`src/rtl/apb_master_mc.sv`:
```
// apb_master_mc: multi-slave APB master with a valid/ready command port.
// Handles back-to-back transfers, PSTRB, decode errors and PREADY timeout.
module apb_master_mc #(
   parameter int ADDR_WIDTH = 8,
   parameter int DATA_WIDTH = 32,
   parameter int NUM_SLAVES = 4,
   parameter int SEL_LSB    = 6,
   parameter int TIMEOUT    = 16
) (
   input  logic                             PCLK,
   input  logic                             PRESET,
   input  logic                             Transfer,
   output logic                             cmd_ready,
   input  logic                             Wr_Rd,
   input  logic [ADDR_WIDTH-1:0]            Address,
   input  logic [DATA_WIDTH-1:0]            write_data,
   input  logic [DATA_WIDTH/8-1:0]          write_strb,
   output logic                             rsp_valid,
   output logic                             rsp_err,
   output logic [DATA_WIDTH-1:0]            read_data,
   output logic [ADDR_WIDTH-1:0]            PADDR,
   output logic [NUM_SLAVES-1:0]            PSELx,
   output logic                             PENABLE,
   output logic                             PWRITE,
   output logic [DATA_WIDTH-1:0]            PWDATA,
   output logic [DATA_WIDTH/8-1:0]          PSTRB,
   input  logic [NUM_SLAVES-1:0]            PREADY,
   input  logic [NUM_SLAVES-1:0]            PSLVERR,
   input  logic [NUM_SLAVES*DATA_WIDTH-1:0] PRDATA
);

   localparam int SW = (NUM_SLAVES > 1) ? $clog2(NUM_SLAVES) : 1;
   localparam int SB = DATA_WIDTH / 8;
   localparam int CW = (TIMEOUT > 1) ? $clog2(TIMEOUT) : 1;
   localparam logic [SW:0] NSL = (SW + 1)'(NUM_SLAVES);
   localparam logic [CW-1:0] TLAST = CW'((TIMEOUT > 0) ? TIMEOUT - 1 : 0);
   localparam logic [NUM_SLAVES-1:0] ONE = NUM_SLAVES'(1);

   typedef enum logic [1:0] {
      IDLE,
      SETUP,
      ACCESS
   } state_t;

   state_t                  state_q;
   logic [SW-1:0]           idx_q;
   logic [CW-1:0]           wcnt_q;
   logic                    pend_q;
   logic [ADDR_WIDTH-1:0]   paddr_q;
   logic [NUM_SLAVES-1:0]   psel_q;
   logic                    penable_q;
   logic                    pwrite_q;
   logic [DATA_WIDTH-1:0]   pwdata_q;
   logic [SB-1:0]           pstrb_q;
   logic [DATA_WIDTH-1:0]   rdata_q;
   logic                    rsp_valid_q;
   logic                    rsp_err_q;

   logic [SW-1:0]           in_idx;
   logic                    dec_err;
   logic [NUM_SLAVES-1:0]   psel_d;
   logic                    mux_ready;
   logic                    mux_err;
   logic [DATA_WIDTH-1:0]   mux_rdata;
   logic                    sel_ready;
   logic                    timeout_hit;
   logic                    accept;
   logic                    pend_d;

   assign in_idx  = Address[SEL_LSB +: SW];
   assign dec_err = {1'b0, in_idx} >= NSL;
   assign psel_d  = ONE << in_idx;

   // Route the selected slave's response; all other slaves are ignored.
   always_comb begin
      mux_ready = 1'b0;
      mux_err   = 1'b0;
      mux_rdata = '0;
      for (int i = 0; i < NUM_SLAVES; i++) begin
         if (idx_q == SW'(i)) begin
            mux_ready = PREADY[i];
            mux_err   = PSLVERR[i];
            mux_rdata = PRDATA[i*DATA_WIDTH +: DATA_WIDTH];
         end
      end
   end

   assign sel_ready   = (state_q == ACCESS) && mux_ready;
   assign timeout_hit = (TIMEOUT != 0) && (wcnt_q == TLAST);
   assign cmd_ready   = !PRESET && ((state_q == IDLE) || sel_ready);
   assign accept      = Transfer && cmd_ready;

   // A decode error accepted while the response slot is taken is deferred
   // by one cycle so that no response is ever lost.
   assign pend_d = accept && dec_err && ((state_q == ACCESS) || pend_q);

   // Bus FSM with registered APB and response outputs.
   always_ff @(posedge PCLK) begin
      if (PRESET) begin
         state_q     <= IDLE;
         idx_q       <= '0;
         wcnt_q      <= '0;
         pend_q      <= 1'b0;
         paddr_q     <= '0;
         psel_q      <= '0;
         penable_q   <= 1'b0;
         pwrite_q    <= 1'b0;
         pwdata_q    <= '0;
         pstrb_q     <= '0;
         rdata_q     <= '0;
         rsp_valid_q <= 1'b0;
         rsp_err_q   <= 1'b0;
      end else begin
         rsp_valid_q <= 1'b0;
         rsp_err_q   <= 1'b0;
         pend_q      <= pend_d;
         unique case (state_q)
            IDLE: begin
               if (pend_q || (accept && dec_err)) begin
                  rsp_valid_q <= 1'b1;
                  rsp_err_q   <= 1'b1;
                  rdata_q     <= '0;
               end
            end
            SETUP: begin
               penable_q <= 1'b1;
               wcnt_q    <= '0;
               state_q   <= ACCESS;
            end
            ACCESS: begin
               if (sel_ready) begin
                  rsp_valid_q <= 1'b1;
                  rsp_err_q   <= mux_err;
                  if (!pwrite_q) begin
                     rdata_q <= mux_err ? '0 : mux_rdata;
                  end
                  state_q   <= IDLE;
                  psel_q    <= '0;
                  penable_q <= 1'b0;
               end else if (timeout_hit) begin
                  rsp_valid_q <= 1'b1;
                  rsp_err_q   <= 1'b1;
                  rdata_q     <= '0;
                  state_q     <= IDLE;
                  psel_q      <= '0;
                  penable_q   <= 1'b0;
               end else begin
                  wcnt_q <= wcnt_q + 1'b1;
               end
            end
            default: begin
               state_q   <= IDLE;
               psel_q    <= '0;
               penable_q <= 1'b0;
            end
         endcase
         if (accept) begin
            paddr_q   <= Address;
            pwrite_q  <= Wr_Rd;
            pwdata_q  <= write_data;
            pstrb_q   <= Wr_Rd ? write_strb : '0;
            penable_q <= 1'b0;
            if (dec_err) begin
               psel_q  <= '0;
               state_q <= IDLE;
            end else begin
               psel_q  <= psel_d;
               idx_q   <= in_idx;
               state_q <= SETUP;
            end
         end
      end
   end

   assign PADDR     = paddr_q;
   assign PSELx     = psel_q;
   assign PENABLE   = penable_q;
   assign PWRITE    = pwrite_q;
   assign PWDATA    = pwdata_q;
   assign PSTRB     = pstrb_q;
   assign read_data = rdata_q;
   assign rsp_valid = rsp_valid_q;
   assign rsp_err   = rsp_err_q;

endmodule

```
`config.mk`:
```
export PLATFORM = sky130hd
export DESIGN_NAME = apb_master_mc
export DESIGN_NICKNAME = d
export VERILOG_FILES = /design/src/rtl/apb_master_mc.sv
export SDC_FILE = /design/constraint.sdc
export NUM_CORES = 1
export LEC_CHECK = 0
export CORE_AREA = 2 2 99 140
export DETAILED_ROUTE_END_ITERATION = 6
export DIE_AREA = 0 0 101 142
export PLACE_DENSITY = 0.72
export SLEW_MARGIN = 10
export SYNTH_ARGS = -nofsm -noshare
export SYNTH_HDL_FRONTEND = slang
export SYNTH_SLANG_ARGS = --single-unit
```
`constraint.sdc`:
```
create_clock -name PCLK -period 1.8 [get_ports PCLK]
set_input_delay 0.27 -clock PCLK [delete_from_list [all_inputs] [get_ports PCLK]]
set_output_delay 0.27 -clock PCLK [all_outputs]
set_load 0.005 [all_outputs]
```
---- After elaboration in Yosys (flattened, before gate mapping) ----
Cells that the tools add are included.
operators by class
  shifts and indexed selects .............. 1
  reduce and logical (&&, ||, !) cells .... 17
  eq/ne operators ......................... 13
  multiplexer cells ....................... 34
  bitwise gates (word level) .............. 2
  $add $sub $neg .......................... 1
operators with widths
  kind                                                                    count
  32-bit 2-to-1 mux                                                       8
  4-bit 2-to-1 mux                                                        6
  4-bit one-hot mux with 2 select lines                                   2
  1-bit 2-to-1 mux                                                        14
  2-bit != test (second input constant)                                   4
  2-bit equality test (second input constant)                             3
  2-bit one-hot mux with 3 select lines                                   1
  2-bit AND reduction                                                     3
  3-bit AND reduction                                                     2
  2-bit OR reduction                                                      3
  4-bit by 1-bit adder with 4-bit output (second input constant)          1
  2-bit by 1-bit equality test with 1-bit output (second input constant)  2
  4-bit equality test (second input constant)                             1
  2-bit zero test                                                         2
  2-bit 2-to-1 mux                                                        2
  4-bit != test (second input constant)                                   1
  2-bit nonzero test                                                      2
  1-bit by 2-bit left shift with 4-bit output (first input constant)      1
  1-bit logical AND                                                       3
  3-bit != test (second input constant)                                   1
  1-bit one-hot mux with 3 select lines                                   1
  2-bit by 1-bit != test with 1-bit output (second input constant)        1
  1-bit inverter                                                          2
  1-bit zero test                                                         1
  1-bit logical OR                                                        1
storage, ports and cells
  logic and storage cells ................. 81
  bits of input ports ..................... 184
  register bits ........................... 92
  output and inout bits ................... 85

---- Longest topological paths before layout ----
Gate-level depths: netlist of the first run.
  word-level depth ........................ 11
  mapped depth ............................ 8
  mapped depth without buffers ............ 6

---- Worst setup path after synthesis of the first run ----
OpenSTA, ideal clock, no wires.
  kind .................................... flip-flop to flip-flop
  start point ............................. register idx_q[0]
  end point ............................... register rdata_q[18] (netlist: read_data[18])
  data arrival time ....................... 1825 ps
  buffers on the path ..................... 2
  setup slack ............................. -141 ps
  required time ........................... 1684 ps
  cell stages (with the launch flop) ...... 5
  period minus slack after synthesis ...... 1941 ps
  setup time .............................. 116 ps
  cells stage by stage .................... dfxtp_1 > buf_6 > clkbuf_1 > mux4_2 > a31o_1
between the ends
  word-level cells in the longest chain between the ends .. 8
  elaborated cells on any way between the ends .. 23
  classes of those cells .................. 4 x eq/ne; 15 x mux; 4 x reduce/logical
ends and longest elaborated chain
  what                                                                       line     text
  start, declared                                                            46       logic [SW-1:0] idx_q;
  start signal, assigned                                                     168      idx_q <= in_idx;
  2-bit zero test                                                            80       if (idx_q == SW'(i)) begin
  1-bit 2-to-1 mux / 32-bit 2-to-1 mux (equally long branches) (4 in a row)  80
  1-bit logical AND / 32-bit 2-to-1 mux (equally long branches)              88, 135
  2-bit != test (no line) (tied with other cells)                            n/a
  3-bit AND reduction (no line) / 32-bit 2-to-1 mux (equally long branches)  n/a
  end signal, assigned                                                       135      rdata_q <= mux_err ? '0 : mux_rdata;
  end, declared                                                              55       logic [DATA_WIDTH-1:0] rdata_q;
Parallel ways exist; a longest one is shown, timed or not. The select of a mux whose other input is x is not followed.
A chain may end at the register's enable or synchronous reset.

---- Worst setup path after layout of the first run ----
  start point ............................. register idx_q[0]
  end point ............................... register rdata_q[10] (netlist: read_data[10])
The elaborated chain is that of the path after synthesis.

==> results.toml, run 1 <==
[status]
status = "complete, but fails checks"
violations = "negative setup slack"

[critical_path]
crit_top_cell = "mux2i_4"
cp_top_family = "multiplexers"
cp-start-kind = "flip-flop"
cp-end-kind = "flip-flop"
crit_slowest_cell = "dfxtp_4"
cp_data_arrival_time_ns = 2.12
cp_slowest_stage_delay_ns = 0.38
crit_buf_inv = 2
critPathMaxFanout = 8
worstPathRequired_ns = 2.08
critPathKind = "flip-flop to flip-flop"
path_cells = "mux2i_4 -> buf_6 -> o22ai_4 -> mux2i_4 -> and2_4 -> clkbuf_16 -> a31o_1"
reg2reg_slack_ns = -0.04

[drt]
drc = 0
wl_met1_mm = 5.38
wl_per_cell_um = 16.6
first_pass_iters = 4
routed_wl_mm = 14.9
vias = 4524
wl_met3_mm = 1.49
wl_met2_mm = 7.70
vias_per_cell = 5.05
top_layer_used = "met4"
postRouteAntennaNets = 0
drt_iter0_drc = 142

[synth]
netlist_instances = 460
avgSynthCellArea_um2 = 9.50
synth_top_area_share_pct = 40.8
synth-main-ff-cell = "dfxtp_1"
yosysWarnings = 0
yosysSeqAreaShare_pct = 40.8
synth_nets = 645
async_reset_ff_share_pct = 0
synth_edf_count = 0
synth_area_um2 = 4370
ys_seq_elements = 89
yosysTopAreaCell = "dfxtp_1"
ys_types = 40
synth_top_cells_by_area = "dfxtp_1 41%, mux4_2 17%, a31o_1 6.4%"

[grt]
grt_pass1_wl_mm = 22.3
grt-ovfl-total = 0
grt_pass1_vias = 4550
grtUsageTotal_pct = 19.7
antenna_found_initial = 1
grt_max_degree = 44

[timing]
period_share_pct = 102
max_slew_margin_pct = 81.0
worst_slack_ns = -0.0393
fmax_mhz = 544
hold_viol = 0
fin_worst_hold_slack_ns = 0.459
period_needed_ns = 1.84
worstMarginPinSlew_ns = 0.282
drv_slew = 0
fin_worst_skew_ns = 0.00810
setup-violations-final = 32
rsz0062_at_grt = "yes"
fin_tns_setup_ns = -0.655

[final_layout]
utilization_pct = 59.6
fillers = 1123
instances_no_fill = 895
nets = 918
syn_to_final_growth_pct = 79.3
drive_above_1_share_pct = 14.6
fin_area_um2 = 7840
multi_input_area_um2 = 2250
seqCellArea_um2 = 1790

[clock_network]
cts-root-buf = "clkbuf_16"
clockBufferDepth = 2
clock_latency_ns = 0.33
h-tree-depth = 3
numClockSinks = 89
tritoncts = "built"
clk_pin_slew_ns = 0.07
numCtsBuffers = 9

[floorplan]
fp.coreArea_um2 = 13100
fp-row-count = 50
die_h_um = 142
initial_core_util_pct = 33.3
fp.dieW_um = 101
io_pins = 269
die_area_um2 = 14300

[placed_design]
portBuffers = 268
dp.cells = 874
hpwlAfterDp_mm = 11.6
place_area_um2 = 7440
place.gp.congestion = 0.789

[power]
p_leak_nw = 2.98
cellPowerDensity_nw_per_um2 = 713
peakVddDrop_mv = 0.448

[flow_run]
cap_violations = 0

[worst_hold_path]
hold_path.class = "flip-flop to flip-flop"
[logic make-up (layout without fill, tap and decap cells)]
family | Yosys count | after routing | share of synthesized area [%]
mux | 38 | 38 | 18.8
simple gates | 117 | 117 | 12.6
flops | 89 | 89 | 40.8
buf+inv | 87 | 365 | 8.96
compound gates | 128 | 128 | 18.6
other cells | 0 | 1 | 0
fa+ha+maj | 1 | 1 | 0.286
[worst paths after layout]
check | cells after the start | end | startpoint
setup / recovery | 7 | read_data[10] | idx_q[0]
setup reg to reg | 7 | read_data[10] | idx_q[0]
hold / removal | 2 | PADDR[4] | PADDR[4]
hold reg to reg | 2 | PADDR[4] | PADDR[4]
[report_power, final]
group | switching [mW] | internal [mW] | leakage [nW]
Clock | 0.831 | 1.11 | 0.149
Combinational | 0.545 | 0.940 | 2.10
Sequential | 0.0738 | 2.09 | 0.728
Total | 1.45 | 4.13 | 2.98
[routing by layer]
layer / global-route usage, % / vias to the layer above
met3: 7.47 / 23
met2: 36.6 / 200
met1: 20.1 / 2090
met5: 0 / -
li1: - / 2211
met4: 6.40 / 0
[timing repair]
action                     in CTS  in global routing
gates cloned                    0                  1
pin swaps                       1                  2
buffers inserted                2                  1
hold buffers                    0                  0
gates resized for setup         9                  5
setup endpoints to repair      82                 70
[final cells by class]
type                       instances  share of cell area [%]
clock buffer                       9                    2.87
tap                              156                    2.49
timing repair buffer             306                    39.9
antenna                            1                  0.0319
clock inverter                     7                    1.07
sequential                        89                    22.8
inverter                          43                    2.06
multi-input combinational        284                    28.7
[stage by stage]
stage	total power, mW	setup slack, ns
global placement	3.64	-0.346
finish	5.58	-0.0393
detailed placement	3.68	-0.349
floorplan	2.79	0.00400
CTS	5.64	-0.0426
global route	5.85	-0.100
[cells in the final DEF, fill, tap and decap left out, types with 2 or more instances in the layout]
cell type / instances
nand2_1: 41
a32oi_1: 2
clkdlybuf4s50_1: 266
a31o_1: 32
mux2i_4: 3
clkbuf_16: 10
inv_1: 41
o21ai_0: 2
o21ai_2: 2
inv_6: 4
nor3b_1: 2
buf_12: 11
inv_2: 2
dfxtp_1: 87
nor2_1: 7
o21ai_1: 43
a21oi_1: 40
nand3_1: 51
or3_1: 3
buf_6: 2
mux4_2: 33
buf_4: 24
[worst register-to-register path: stages, from the launching register on]
cell	delay (ns)
dfxtp_4	0.38
mux2i_4	0.20
buf_6	0.13
o22ai_4	0.20
mux2i_4	0.32
and2_4	0.25
clkbuf_16	0.17
a31o_1	0.14
[sequential cells by signal, summed over array words and instances, names as in the netlist]
register and cells:
idx_q 2, state_q 2, PADDR 6, PWRITE 1
PSTRB 4, rsp_valid 1, PWDATA 32, PSELx 4
wcnt_q 4, rsp_err 1, read_data 32
[cells in the mapped netlist (all sizes together), types with 2 or more instances]
master  number
inv         43
dfxtp       89
nor2         7
clkbuf      24
and2         2
mux4        33
nand3       52
a31o        32
nor4         2
o21ai       47
a32oi        2
a21oi       40
nand2       41
buf         20
nor3         3
mux2i        4
or3          3
nor3b        2
No activity file was read; power rests on OpenSTA's default activity.
==> run 2, diff against run 1 <==
- CORE_AREA: 2 2 99 140 -> 10 10 107 148
- DIE_AREA: 0 0 101 142 -> 0 0 117 158
- HOLD_SLACK_MARGIN: unset -> 0.06
==> results.toml, run 2 (synthesis gave the netlist of run 1 again) <==
[flow_run]
cap_violations = 0

[grt]
grt-ovfl-total = 0
antenna_found_initial = 2
grt_max_degree = 44
grt_pass1_wl_mm = 27.4
grt_pass1_vias = 5109
grtUsageTotal_pct = 18.9

[clock_network]
cts-root-buf = "clkbuf_16"
numClockSinks = 89
clockBufferDepth = 2
h-tree-depth = 3
cts_hold_buffers = 0
clock_latency_ns = 0.34
numCtsBuffers = 9
clk_pin_slew_ns = 0.07
tritoncts = "built"

[timing]
max_slew_margin_pct = 74.1
period_share_pct = 105
fin_tns_setup_ns = -4.28
period_needed_ns = 1.90
fin_worst_skew_ns = 0.00859
worstMarginPinSlew_ns = 0.388
setup-violations-final = 81
rsz0062_at_grt = "yes"
worst_slack_ns = -0.0962
fmax_mhz = 527
hold_viol = 0
drv_slew = 0
fin_worst_hold_slack_ns = 0.458

[drt]
wl_per_cell_um = 20.8
postRouteAntennaNets = 0
vias_per_cell = 5.13
vias = 4668
first_pass_iters = 4
drt_iter0_drc = 124
routed_wl_mm = 18.9
drc = 0

[floorplan]
fp.coreArea_um2 = 13100
initial_core_util_pct = 33.3
fp-row-count = 50
fp.dieW_um = 117
die_area_um2 = 18500
die_h_um = 158
io_pins = 269

[status]
violations = "negative setup slack"
status = "complete, but fails checks"

[placed_design]
hpwlAfterDp_mm = 13.8
place.gp.congestion = 0.806
portBuffers = 268

[final_layout]
syn_to_final_growth_pct = 90.0
mostFrequentLayoutCells = "265 x clkdlybuf4s50_1, 86 x dfxtp_1, 43 x nand3_1"
fillers = 1082
diodes = 0
nets = 934
seqCellArea_um2 = 1790
drive_above_1_share_pct = 20.7
final_common_cell = "clkdlybuf4s50_1"
multi_input_area_um2 = 2430

[power]
cellPowerDensity_nw_per_um2 = 697
p_total_mw = 5.79
pwr-share-clk_pct = 32.3
seq_power_share_pct = 37.4
p_leak_nw = 3.15
p_int_mw = 4.16
peakVddDrop_mv = 0.445
share_comb_of_total_power_pct = 30.3
p_sw_mw = 1.63
switching_share_pct = 28.1

[critical_path]
crit_buf_inv = 4
cp-end-kind = "flip-flop"
cp_top_family = "buffers and inverters"
critPathLaunch = "idx_q[0]"
crit_slowest_cell = "dfxtp_4"
cp_data_arrival_time_ns = 2.17
critPathMaxFanout = 6
path_cells = "mux2i_4 -> nor4_4 -> buf_4 -> o31ai_4 -> buf_12 -> buf_16 -> clkbuf_16 -> nand3_1 -> o21ai_2"
r2r_start = "idx_q[0]"
cp_slowest_stage_delay_ns = 0.39
critPathKind = "flip-flop to flip-flop"
worstPathRequired_ns = 2.07
reg2reg_slack_ns = -0.1
cp-start-kind = "flip-flop"

[worst_hold_path]
hp-start = "PSTRB[1]"
hold_path.class = "flip-flop to flip-flop"
[run 2: cell types whose count changed in the layout (fill, tap and decap cells not counted), moves of 8 or more]
cell     previous run  this run
a21oi_1            40        25
nand3_1            51        43
nand3_2             1         9
buf_8               0        10
a21oi_2             0        13
[run 2: worst reg2reg max path, stage by stage (launching register included)]
cell	delay, ns
dfxtp_4	0.39
mux2i_4	0.31
nor4_4	0.06
buf_4	0.14
o31ai_4	0.28
buf_12	0.17
buf_16	0.15
clkbuf_16	0.15
nand3_1	0.09
o21ai_2	0.09
[run 2: final cells by class]
type | count | share of cell area (%)
Multi-Input combinational cell | 287 | 29.3
Inverter | 43 | 2.03
Clock buffer | 9 | 2.71
Tap cell | 156 | 2.35
Timing Repair Buffer | 319 | 41.2
Clock inverter | 7 | 0.829
Sequential cell | 89 | 21.5
[run 2: power by group through the flow]
stage          clock (mW)  combinational (mW)  sequential [mW]
6_report             1.87                1.75             2.16
5_1_grt              1.98                1.87             2.18
3_3_place_gp            0                1.43             2.20
4_1_cts              1.90                1.66             2.16
3_5_place_dp            0                1.45             2.20
2_1_floorplan           0               0.584             2.20
[run 2: metal layers]
metal | up-vias | routed length [µm] | global-route usage [%]
li1 | 2241 | - | -
met3 | 32 | 2200 | 8.71
met1 | 2187 | 6400 | 18.1
met5 | - | 18 | 0
met2 | 206 | 9840 | 34.4
met4 | 2 | 486 | 6.20
[run 2: final timing paths]
kind / depth (start not counted) / end
worst max-delay path: 9 / PWDATA[25]
worst min-delay path: 2 / PSTRB[1]
worst max register to register: 9 / PWDATA[25]
worst min register to register: 2 / PSTRB[1]
[run 2: stage by stage]
step	setup WS [ns]	util, %	instances	cell area (µm²)
after floorplan	0.00400	-	460	4380
after global placement	-0.374	56.0	872	7360
after detailed placement	-0.425	56.0	872	7360
after CTS	-0.125	61.6	906	8090
after global routing	-0.211	63.2	910	8300
final	-0.0962	63.2	910	8300
[run 2: timing repair]
item,4_1_cts,5_1_grt
gates cloned,7,6
setup buffers,12,4
resized for setup,46,51
pin swaps,10,13
endpoints found under the setup margin,79,82
==> run 3, diff against run 2 <==
- CORE_AREA: 10 10 107 148 -> 10 10 103 142
- CTS_CLUSTER_SIZE: unset -> 25
- DIE_AREA: 0 0 117 158 -> 0 0 113 152
- PLACE_DENSITY: 0.72 -> 0.75
- clock period: 1.8 -> 2.1 ns (I/O delays scaled with it)
==> results.toml, run 3 (synthesis gave the netlist of run 1 again) <==
[critical_path]
crit_slowest_cell = "dfxtp_4"
cp-start-kind = "flip-flop"
worst-path-stages = 4
cp-end-kind = "output port"
critPathKind = "flip-flop to output port"
worstPathRequired_ns = 1.78
path_cells = "mux2i_4 -> nor3_2 -> or3_1 -> dlygate4sd2_1"
critPathMaxFanout = 3
cp_slowest_stage_delay_ns = 0.40
crit_buf_inv = 1
r2r_cells = 6
cp_top_family = "simple AND/OR/NAND/NOR gates"
cp_data_arrival_time_ns = 1.72

[timing]
period_share_pct = 96.7
worst_slack_ns = 0.0699
fmax_mhz = 493
period_needed_ns = 2.03
drv_slew = 0
max_slew_margin_pct = 62.9
rsz0062_at_grt = "no"
fin_tns_setup_ns = 0
fin_worst_skew_ns = 0.00897
fin_worst_hold_slack_ns = 0.458
setup-violations-final = 0
hold_viol = 0
worstMarginPinSlew_ns = 0.556

[final_layout]
syn_to_final_growth_pct = 78.2
fillers = 989
diodes = 0
drive_above_1_share_pct = 13.4
instances_no_fill = 882
utilization_pct = 64.5
final_common_cell = "clkdlybuf4s50_1"
fin_area_um2 = 7790
mostFrequentLayoutCells = "267 x clkdlybuf4s50_1, 87 x dfxtp_1, 52 x nand3_1"
nets = 912

[grt]
antenna_found_initial = 1
grt_max_degree = 80
grt_pass1_vias = 4823
grt_use_met3_pct = 6.46
grt.met1_usage_pct = 19.0
grt-ovfl-total = 0
top_usage_layer = "met2"
grtUsageTotal_pct = 18.2
grt_pass1_wl_mm = 25.4
grt_use_met2_pct = 32.4

[floorplan]
die_area_um2 = 17200
initial_core_util_pct = 36.2
fp.coreArea_um2 = 12100
fp-row-count = 48
die_h_um = 152
fp.dieW_um = 113
io_pins = 269

[clock_network]
clk_pin_slew_ns = 0.07
clock_latency_ns = 0.34
clockBufferDepth = 2
numClockSinks = 89
numCtsBuffers = 9
cts-root-buf = "clkbuf_16"
tritoncts = "built"
cts_hold_buffers = 0
h-tree-depth = 3

[placed_design]
portBuffers = 268
place_area_um2 = 7390
dp.cells = 864
place.gp.congestion = 0.843
place_ws_ns = -0.239
hpwlAfterDp_mm = 13.0

[drt]
routed_wl_mm = 16.4
drc = 0
first_pass_iters = 4
drt_iter0_drc = 169
postRouteAntennaNets = 0
wl_per_cell_um = 18.6
vias_per_cell = 5.19
vias = 4578

[worst_hold_path]
hold_path.class = "flip-flop to flip-flop"
hold_depth = 2

[power]
peakVddDrop_mv = 0.412
p_total_mw = 4.99
cellPowerDensity_nw_per_um2 = 641
p_leak_nw = 2.94

[flow_run]
cap_violations = 0

[status]
status = "completed"
[run 3: tightest hold or removal path, delay by kind of cell, from the launching register on]
kind | cells | cell delay, ns
flops | 1 | 0.31
simple gates | 1 | 0.05
compound gates | 1 | 0.05
[run 3: power breakdown]
group          internal, mW  total, mW  switching [mW]
logic                 0.802       1.27           0.465
clock network          1.18       1.87           0.697
registers              1.79       1.85          0.0617
total                  3.77       4.99            1.22
[run 3: cell type report]
cell class	instances	area (µm²)	share of cell area [%]
Multi-Input combinational cell	284	2230	28.7
Clock inverter	7	124	1.59
Clock buffer	9	225	2.89
Inverter	43	161	2.07
Sequential cell	89	1790	22.9
Timing Repair Buffer	300	3070	39.4
Tap cell	150	188	2.41
[run 3: worst paths after layout]
path	from	end	slack [ns]
hold / removal	PWDATA[28]	PWDATA[28]	0.46
setup reg to reg	idx_q[0]	read_data[3]	0.10
setup / recovery	idx_q[0]	cmd_ready	0.07
hold reg to reg	PWDATA[28]	PWDATA[28]	0.46
[run 3: repair_timing]
| item | 4_1_cts | 5_1_grt |
|---|---|---|
| setup buffers | 1 | 0 |
| resized for setup | 4 | 1 |
| endpoints found under the setup margin | 1 | 33 |
| cloned | 0 | 1 |
| pin swaps | 0 | 0 |
[run 3: metal layers]
layer  vias to the layer above  routed length (µm)
met5                         -                  13
met4                         2                 339
met3                        25                1430
met2                       194                8510
met1                      2162                6150
li1                       2195                   -
